[config.mk]
export PLATFORM = sky130hd
export DESIGN_NAME = i281_datamem_display
export DESIGN_NICKNAME = d
export VERILOG_FILES = /design/src/rtl/i281_datamem_display.sv
export SDC_FILE = /design/constraint.sdc
export NUM_CORES = 1
export LEC_CHECK = 0
export ABC_AREA = 0
export CORE_ASPECT_RATIO = 0.6
export CORE_UTILIZATION = 48
export DETAILED_ROUTE_END_ITERATION = 6
export GPL_TIMING_DRIVEN = 0
export PLACE_DENSITY = 0.87
export SLEW_MARGIN = 20
export SYNTH_ARGS = -nofsm -noshare
export SYNTH_HDL_FRONTEND = slang
export SYNTH_SLANG_ARGS = --single-unit
[constraint.sdc]
create_clock -name clock -period 5.6 [get_ports clock]
set_input_delay 1.12 -clock clock [delete_from_list [all_inputs] [get_ports clock]]
set_output_delay 1.12 -clock clock [all_outputs]
set_load 0.01 [all_outputs]
[src/rtl/i281_datamem_display.sv]
// rtl/i281_datamem_display.sv - i281 data-memory viewer on three 7-segment digits
//
// Shows one of the 16 CPU data-memory bytes at a time. The address digit
// shows the word index and the other two digits show the byte as hex.
// The selection advances on a rising edge of step, or every DWELL_CYCLES
// clocks while auto_en is high.
//
// Optional feature macro: CHANGE_HIGHLIGHT_EN (adds a 16x8 shadow that drives
// changed; when the macro is undefined, changed is tied to 0).
//
// Ports:
//   clock        in   1    system clock shared with the CPU
//   reset        in   1    synchronous, active-high
//   datamem_flat in   128  {datamem15..datamem0}, byte i = [8*i+7:8*i]
//   step         in   1    debounced button level, rising edge = next word
//   auto_en      in   1    1 = auto-scan, 0 = manual
//   cur_addr     out  4    index of the displayed word
//   addr_seg     out  7    {g,f,e,d,c,b,a} glyph of cur_addr
//   hi_seg       out  7    glyph of displayed byte [7:4]
//   lo_seg       out  7    glyph of displayed byte [3:0]
//   changed      out  1    displayed word modified since it was last viewed
module i281_datamem_display #(
    parameter int DWELL_CYCLES   = 50_000_000,
    parameter bit SEG_ACTIVE_LOW = 1'b1
) (
    input  logic         clock,
    input  logic         reset,
    input  logic [127:0] datamem_flat,
    input  logic         step,
    input  logic         auto_en,
    output logic [3:0]   cur_addr,
    output logic [6:0]   addr_seg,
    output logic [6:0]   hi_seg,
    output logic [6:0]   lo_seg,
    output logic         changed
);

    localparam int       DW         = $clog2(DWELL_CYCLES);
    localparam logic [DW-1:0] DWELL_LAST = DW'(DWELL_CYCLES - 1);
    localparam logic [6:0]    SEG_BLANK  = SEG_ACTIVE_LOW ? 7'h7F : 7'h00;

    typedef enum logic {S_MANUAL = 1'b0, S_AUTO = 1'b1} state_t;

    function automatic logic [6:0] hex7(input logic [3:0] v);
        logic [6:0] s;
        case (v)
            4'h0: s = 7'h3F;
            4'h1: s = 7'h06;
            4'h2: s = 7'h5B;
            4'h3: s = 7'h4F;
            4'h4: s = 7'h66;
            4'h5: s = 7'h6D;
            4'h6: s = 7'h7D;
            4'h7: s = 7'h07;
            4'h8: s = 7'h7F;
            4'h9: s = 7'h6F;
            4'hA: s = 7'h77;
            4'hB: s = 7'h7C;
            4'hC: s = 7'h39;
            4'hD: s = 7'h5E;
            4'hE: s = 7'h79;
            default: s = 7'h71;
        endcase
        return SEG_ACTIVE_LOW ? ~s : s;
    endfunction

    state_t          state_q, state_d;
    logic [DW-1:0]   dwell_q, dwell_d;
    logic [3:0]      cur_addr_q, cur_addr_d;
    logic            step_q;
    logic [6:0]      addr_seg_q, hi_seg_q, lo_seg_q;
    logic            step_edge;
    logic            dwell_run;
    logic            advance;
    logic [7:0]      cur_byte;

    assign step_edge = step & ~step_q;
    // Live read of the CPU memory through the registered index; no latching.
    assign cur_byte  = datamem_flat[{cur_addr_q, 3'b000} +: 8];

    // State register
    always_ff @(posedge clock) begin
        if (reset) begin
            state_q <= S_MANUAL;
        end else begin
            state_q <= state_d;
        end
    end

    // Next state: the mode simply follows auto_en one cycle later.
    always_comb begin
        state_d = auto_en ? S_AUTO : S_MANUAL;
    end

    // Outputs of the FSM: dwell counter and address advance.
    // The timer only runs while already in AUTO and auto_en is still high, so
    // entering AUTO starts from a zero count and leaving it holds zero.
    // A step edge coinciding with expiry is one advance, not two.
    always_comb begin
        dwell_run  = (state_q == S_AUTO) && auto_en;
        advance    = step_edge || (dwell_run && (dwell_q == DWELL_LAST));
        dwell_d    = (dwell_run && !advance) ? dwell_q + 1'b1 : '0;
        cur_addr_d = advance ? cur_addr_q + 4'd1 : cur_addr_q;
    end

    always_ff @(posedge clock) begin
        if (reset) begin
            dwell_q    <= '0;
            cur_addr_q <= 4'd0;
            step_q     <= 1'b0;
            addr_seg_q <= SEG_BLANK;
            hi_seg_q   <= SEG_BLANK;
            lo_seg_q   <= SEG_BLANK;
        end else begin
            dwell_q    <= dwell_d;
            cur_addr_q <= cur_addr_d;
            step_q     <= step;
            addr_seg_q <= hex7(cur_addr_q);
            hi_seg_q   <= hex7(cur_byte[7:4]);
            lo_seg_q   <= hex7(cur_byte[3:0]);
        end
    end

    assign cur_addr = cur_addr_q;
    assign addr_seg = addr_seg_q;
    assign hi_seg   = hi_seg_q;
    assign lo_seg   = lo_seg_q;

`ifdef CHANGE_HIGHLIGHT_EN
    logic [7:0] shadow_q [16];
    logic       changed_q;

    // Leaving a word refreshes its shadow with the byte as it is on that same
    // cycle, so a write landing exactly then is not flagged later.
    always_ff @(posedge clock) begin
        if (reset) begin
            for (int i = 0; i < 16; i++) begin
                shadow_q[i] <= datamem_flat[8*i +: 8];
            end
            changed_q <= 1'b0;
        end else begin
            if (advance) begin
                shadow_q[cur_addr_q] <= cur_byte;
            end
            changed_q <= (cur_byte != shadow_q[cur_addr_q]);
        end
    end

    assign changed = changed_q;
`else
    assign changed = 1'b0;
`endif

endmodule

== Word-level counts from Yosys, hierarchy flattened ==
Memory sizes are Yosys's and may differ from the RTL's. A register that Yosys moved wholly into a read port is not among the register bits.
Index checks and enable logic that the tools add are counted.
Word-level totals
  logic and storage cells: 32
  bits in registers: 53
  bits in read-only memories: 336
  memories: 3
  bits in latches: 0
  bits in writable memories: 0
  output and inout port bits: 26
  input port bits: 132
Cells by class
  add/sub/neg operators: 2
  reductions and logical operators: 6
  mux-type cells: 6
  magnitude comparators: 0
  multiply operators: 0
  div/mod/pow operators: 0
  shift-type cells: 1
  eq/ne operators: 1
  bitwise gates (word level): 6
Memory list
  (name not given): words 16, width 7, rd ports 1, clocked after Yosys merged registers in 1, write ports 0, line 46  | case (v)
  (name not given): words 16, width 7, rd ports 1, clocked after Yosys merged registers in 0, write ports 0, line 46
  (name not given): words 16, width 7, rd ports 1, clocked after Yosys merged registers in 0, write ports 0, line 46
Operator list (count)
  128-bit by 8-bit indexed part select with 8-bit output: 1
  26-bit by 1-bit adder with 26-bit output, second input constant: 1
  26-bit == test, second input constant: 1
  7-bit two-way mux: 3
  7-bit inverter: 3
  4-bit two-way mux: 2
  4-bit by 1-bit adder with 4-bit output, second input constant: 1
  1-bit logical AND: 3
  1-bit inverter: 2
  2-bit OR reduction: 1
  1-bit bitwise AND: 1
  1-bit logical NOT: 1
  1-bit logical OR: 1
  1-bit two-way mux: 1

== Logic depth before layout (Yosys ltp) ==
  word-level depth: 7
  gate-level depth with buffers: 12
  mapped depth without buffers: 11

== Worst setup path after synthesis ==
OpenSTA, ideal clock, no wires.
  kind: input-to-reg
  from: input port datamem_flat[125]
  to: register hi_seg_q[3], in the netlist hi_seg[3]
  stages on the path: 8
  data required time: 5.454 ns
  buffers on the path: 0
  setup slack: 2.508 ns
  data arrival time: 2.946 ns
  setup time: 0.146 ns
  cells stage by stage: mux4_2 > and3_1 > nor3_2 > inv_1 > ha_1 > nor3b_1 > a2111oi_0 > a211oi_1
On the way
  cells in the longest elaborated chain, start to end: 4
RTL lines
  start, declared: line 28  | input logic [127:0] datamem_flat,
  128-bit by 8-bit indexed part select with 8-bit output: line 79  | assign cur_byte = datamem_flat[{cur_addr_q, 3'b000} +: 8];
  memory 16 x 7 bit
  7-bit two-way mux: line 107  | if (reset) begin
  7-bit inverter: line 64  | return SEG_ACTIVE_LOW ? ~s : s;
  end signal, assigned: line 119  | hi_seg_q <= hex7(cur_byte[7:4]);
  end, declared: line 71  | logic [6:0] addr_seg_q, hi_seg_q, lo_seg_q;
No other way between the ends. The select of a mux whose other input is x is not followed.
A chain may end at the register's enable or synchronous reset.

== Worst setup path in the final report ==
  from: input port datamem_flat[53]
  to: register hi_seg_q[3], in the netlist hi_seg[3]
Same word-level chain as after synthesis.

==> out/results.ini <==
[global_route]
grt_pass1_vias=4038
grt_first_pass_wirelength_mm=21.3
grt_overflow=0
grt_max_degree=11
grtUsageTotal_pct=32.3
antenna_found_initial=0

[critical_path]
crit_end=hi_seg[3]
worstSetupStartpoint=datamem_flat[53]
worstPathMaxFanout=6
cp-start-kind=input port
cp.required_ps=5750
timing.rr.end=hi_seg[3]
cp.arrival_ps=3820
rrSetupSlack_ps=2030
worst-setup-path-type=input port to flop
endpoint_kind=flop
reg2regPathDepth=10
r2r_start=cur_addr[1]

[finish]
fin_nets=741
final-seq-area_mm2=0.00120
area_growth_syn_to_layout_pct=48.7
final_layout_size_suffix_gt1_share_pct=13.7
multi_input_area_mm2=0.00268
final_cell_mix=clkdlybuf4s50_1, dfxtp_1, nor2_1
final_common_cell=clkdlybuf4s50_1
utilization_pct=75.3
nFillCells=558
antenna_cells=0

[power_and_ir_drop]
intPower_w=0.00107
p_comb_share_pct=30.1
p_seq_share_pct=32.3
p_sw_share_pct=26.7
p_sw_w=0.000391
power_density_mw_per_mm2=241
peakVddDrop_mv=0.235
clkPwrFrac_pct=37.6
p_leak_nw=2.24

[yosys]
syn_nets=575
synth_cell_types=73
synthArstFlopShare_pct=0
yosysWarnings=0
syn_inst=422
ys_ff_latch=60
synth-edff-count=0
syn_area_mm2=0.00408
synth_flop_cell=dfxtp_1
avgSynthCellArea_um2=9.68
yosysSeqAreaShare_pct=29.4

[cts]
cts_tree=yes
post-cts-setup-buffers=0
clkSinkCount=60
clkTransAtPathRegs_ps=50
cts.path.max_buffers=2
clk_latency_ps=330
h-tree-depth=3
hold_buffers=0
cts_buffers=9
cts_resized=0
root_buffer=clkbuf_16

[place]
dp_hpwl_mm=11.0
portBuffers=155
dp_slack_ps=1690
place_congestion=0.903

[drt]
routed_wl_mm=13.6
via_per_inst=5.86
avgRoutedWirePerCell_um=19.5
ant_nets=0
drc_errors=0
drt_iter0_drc=319
drtPass1Iterations=5
vias=4111

[sta]
min_period_ps=3670
tns_ps=0
period_share_pct=65.6
clock.fmax_mhz=272
fin_skew_ps=7.73
rsz0062_at_grt=no
setup_viol=0
finalWorstSetupSlack_ps=1930
slew_headroom_pct=54.0
drv_slew=0
worst_pin_slew_ps=691
hold_viol_final=0

[die]
die_h_um=73.5
initial_utilization_pct=50.6
die_w_um=121
rows=25
fp.coreArea_mm2=0.00807
dieArea_mm2=0.00889
io_pins=158

[run_status]
outcome=finished, final reports clean

[flow_run]
cap_violations=0

[worst_hold_path]
hp-class=flop to flop

==> cell type report <==
class	instances	area share [%]
Tap cell	108	2.22
Multi-Input combinational cell	320	44.1
Clock inverter	4	0.783
Sequential cell	60	19.8
Clock buffer	12	4.22
Inverter	19	1.17
Buffer	23	2.22
Timing Repair Buffer	155	25.5
==> worst min-delay path by stage <==
stage / start / end / slack (ps) / cells past startpoint
floorplan: flop / addr_seg[0] / 350 / 1
global placement: flop / addr_seg[1] / 370 / 1
detailed placement: flop / addr_seg[3] / 360 / 1
CTS: flop / addr_seg[1] / 380 / 1
global route: flop / addr_seg[5] / 390 / 1
finish: flop / addr_seg[5] / 380 / 1
==> worst max-delay path, cell delays in order <==
cell and delay, ps:
clkdlybuf4s50_1 410, mux4_2 490, and3_1 210, nor3_2 430, inv_1 180, ha_1 290
nor3b_1 160, a2111oi_0 400, a211oi_1 130
==> synthesized netlist by cell type, drive strengths merged (3+ instances only) <==
library cell,n,area share [%]
nor2,42,3.9
o311ai,3,0.83
xnor2,14,3.2
a211oi,3,0.67
nand2,30,2.8
nand2b,3,0.46
and4,3,0.74
buf,16,2.7
a21oi,9,1.2
a31oi,5,0.77
a22oi,4,0.86
or3,4,0.61
nand3,18,2.6
o221ai,4,0.86
and2,6,0.95
and3,7,1.1
nor3b,3,0.55
a221oi,5,1.2
xor2,9,1.9
nand4,7,1.1
mux4,24,13
mux2i,26,6.4
ha,21,6.4
or4b,3,0.74
nor4,6,1.4
o21ai,12,1.5
nor3,8,1.2
clkbuf,7,0.64
dfxtp,60,29
inv,19,1.7
nor2b,8,1.2
mux2,4,1.1
==> power by group through the flow <==
stage | combinational [W] | clock, W | sequential [W]
floorplan | 0.000216 | 0 | 0.000493
CTS | 0.000436 | 0.000558 | 0.000474
detailed placement | 0.000431 | 0 | 0.000482
global route | 0.000473 | 0.000580 | 0.000475
global placement | 0.000421 | 0 | 0.000480
finish | 0.000441 | 0.000550 | 0.000473
==> cells by family after synthesis <==
logic type | after synthesis | synth area share (%)
AND/OR/NAND/NOR | 159 | 21.7
adder cells (fa/ha/maj) | 21 | 6.43
other | 1 | 0.0918
XOR/XNOR | 23 | 5.12
flip-flops | 60 | 29.4
buffers and inverters | 42 | 5.06
AO/OA/AOI/OAI | 62 | 11.5
multiplexers | 54 | 20.7
==> per-layer routing <==
layer / vias up / global-route usage [%] / wire length [um] / share of wire (%)
met2: 229 / 52.6 / 6350 / 47
met1: 1969 / 41.3 / 5710 / 42
met3: 26 / 11.7 / 1430 / 10
met4: 0 / 7.13 / 160 / 1.2
met5: - / 0 / 0 / 0
li1: 1887 / - / - / -
==> stage by stage <==
stage          power (W)  area [um2]  instances  hold slack [ps]
2_1_floorplan   0.000709        4080        422              352
4_1_cts          0.00147        6070        701              377
3_5_place_dp    0.000913        5770        685              360
6_report         0.00147        6070        701              376
5_1_grt          0.00153        6070        701              391
3_3_place_gp    0.000901        5770        685              365
Note: power is estimated with default switching activity, not from simulation.
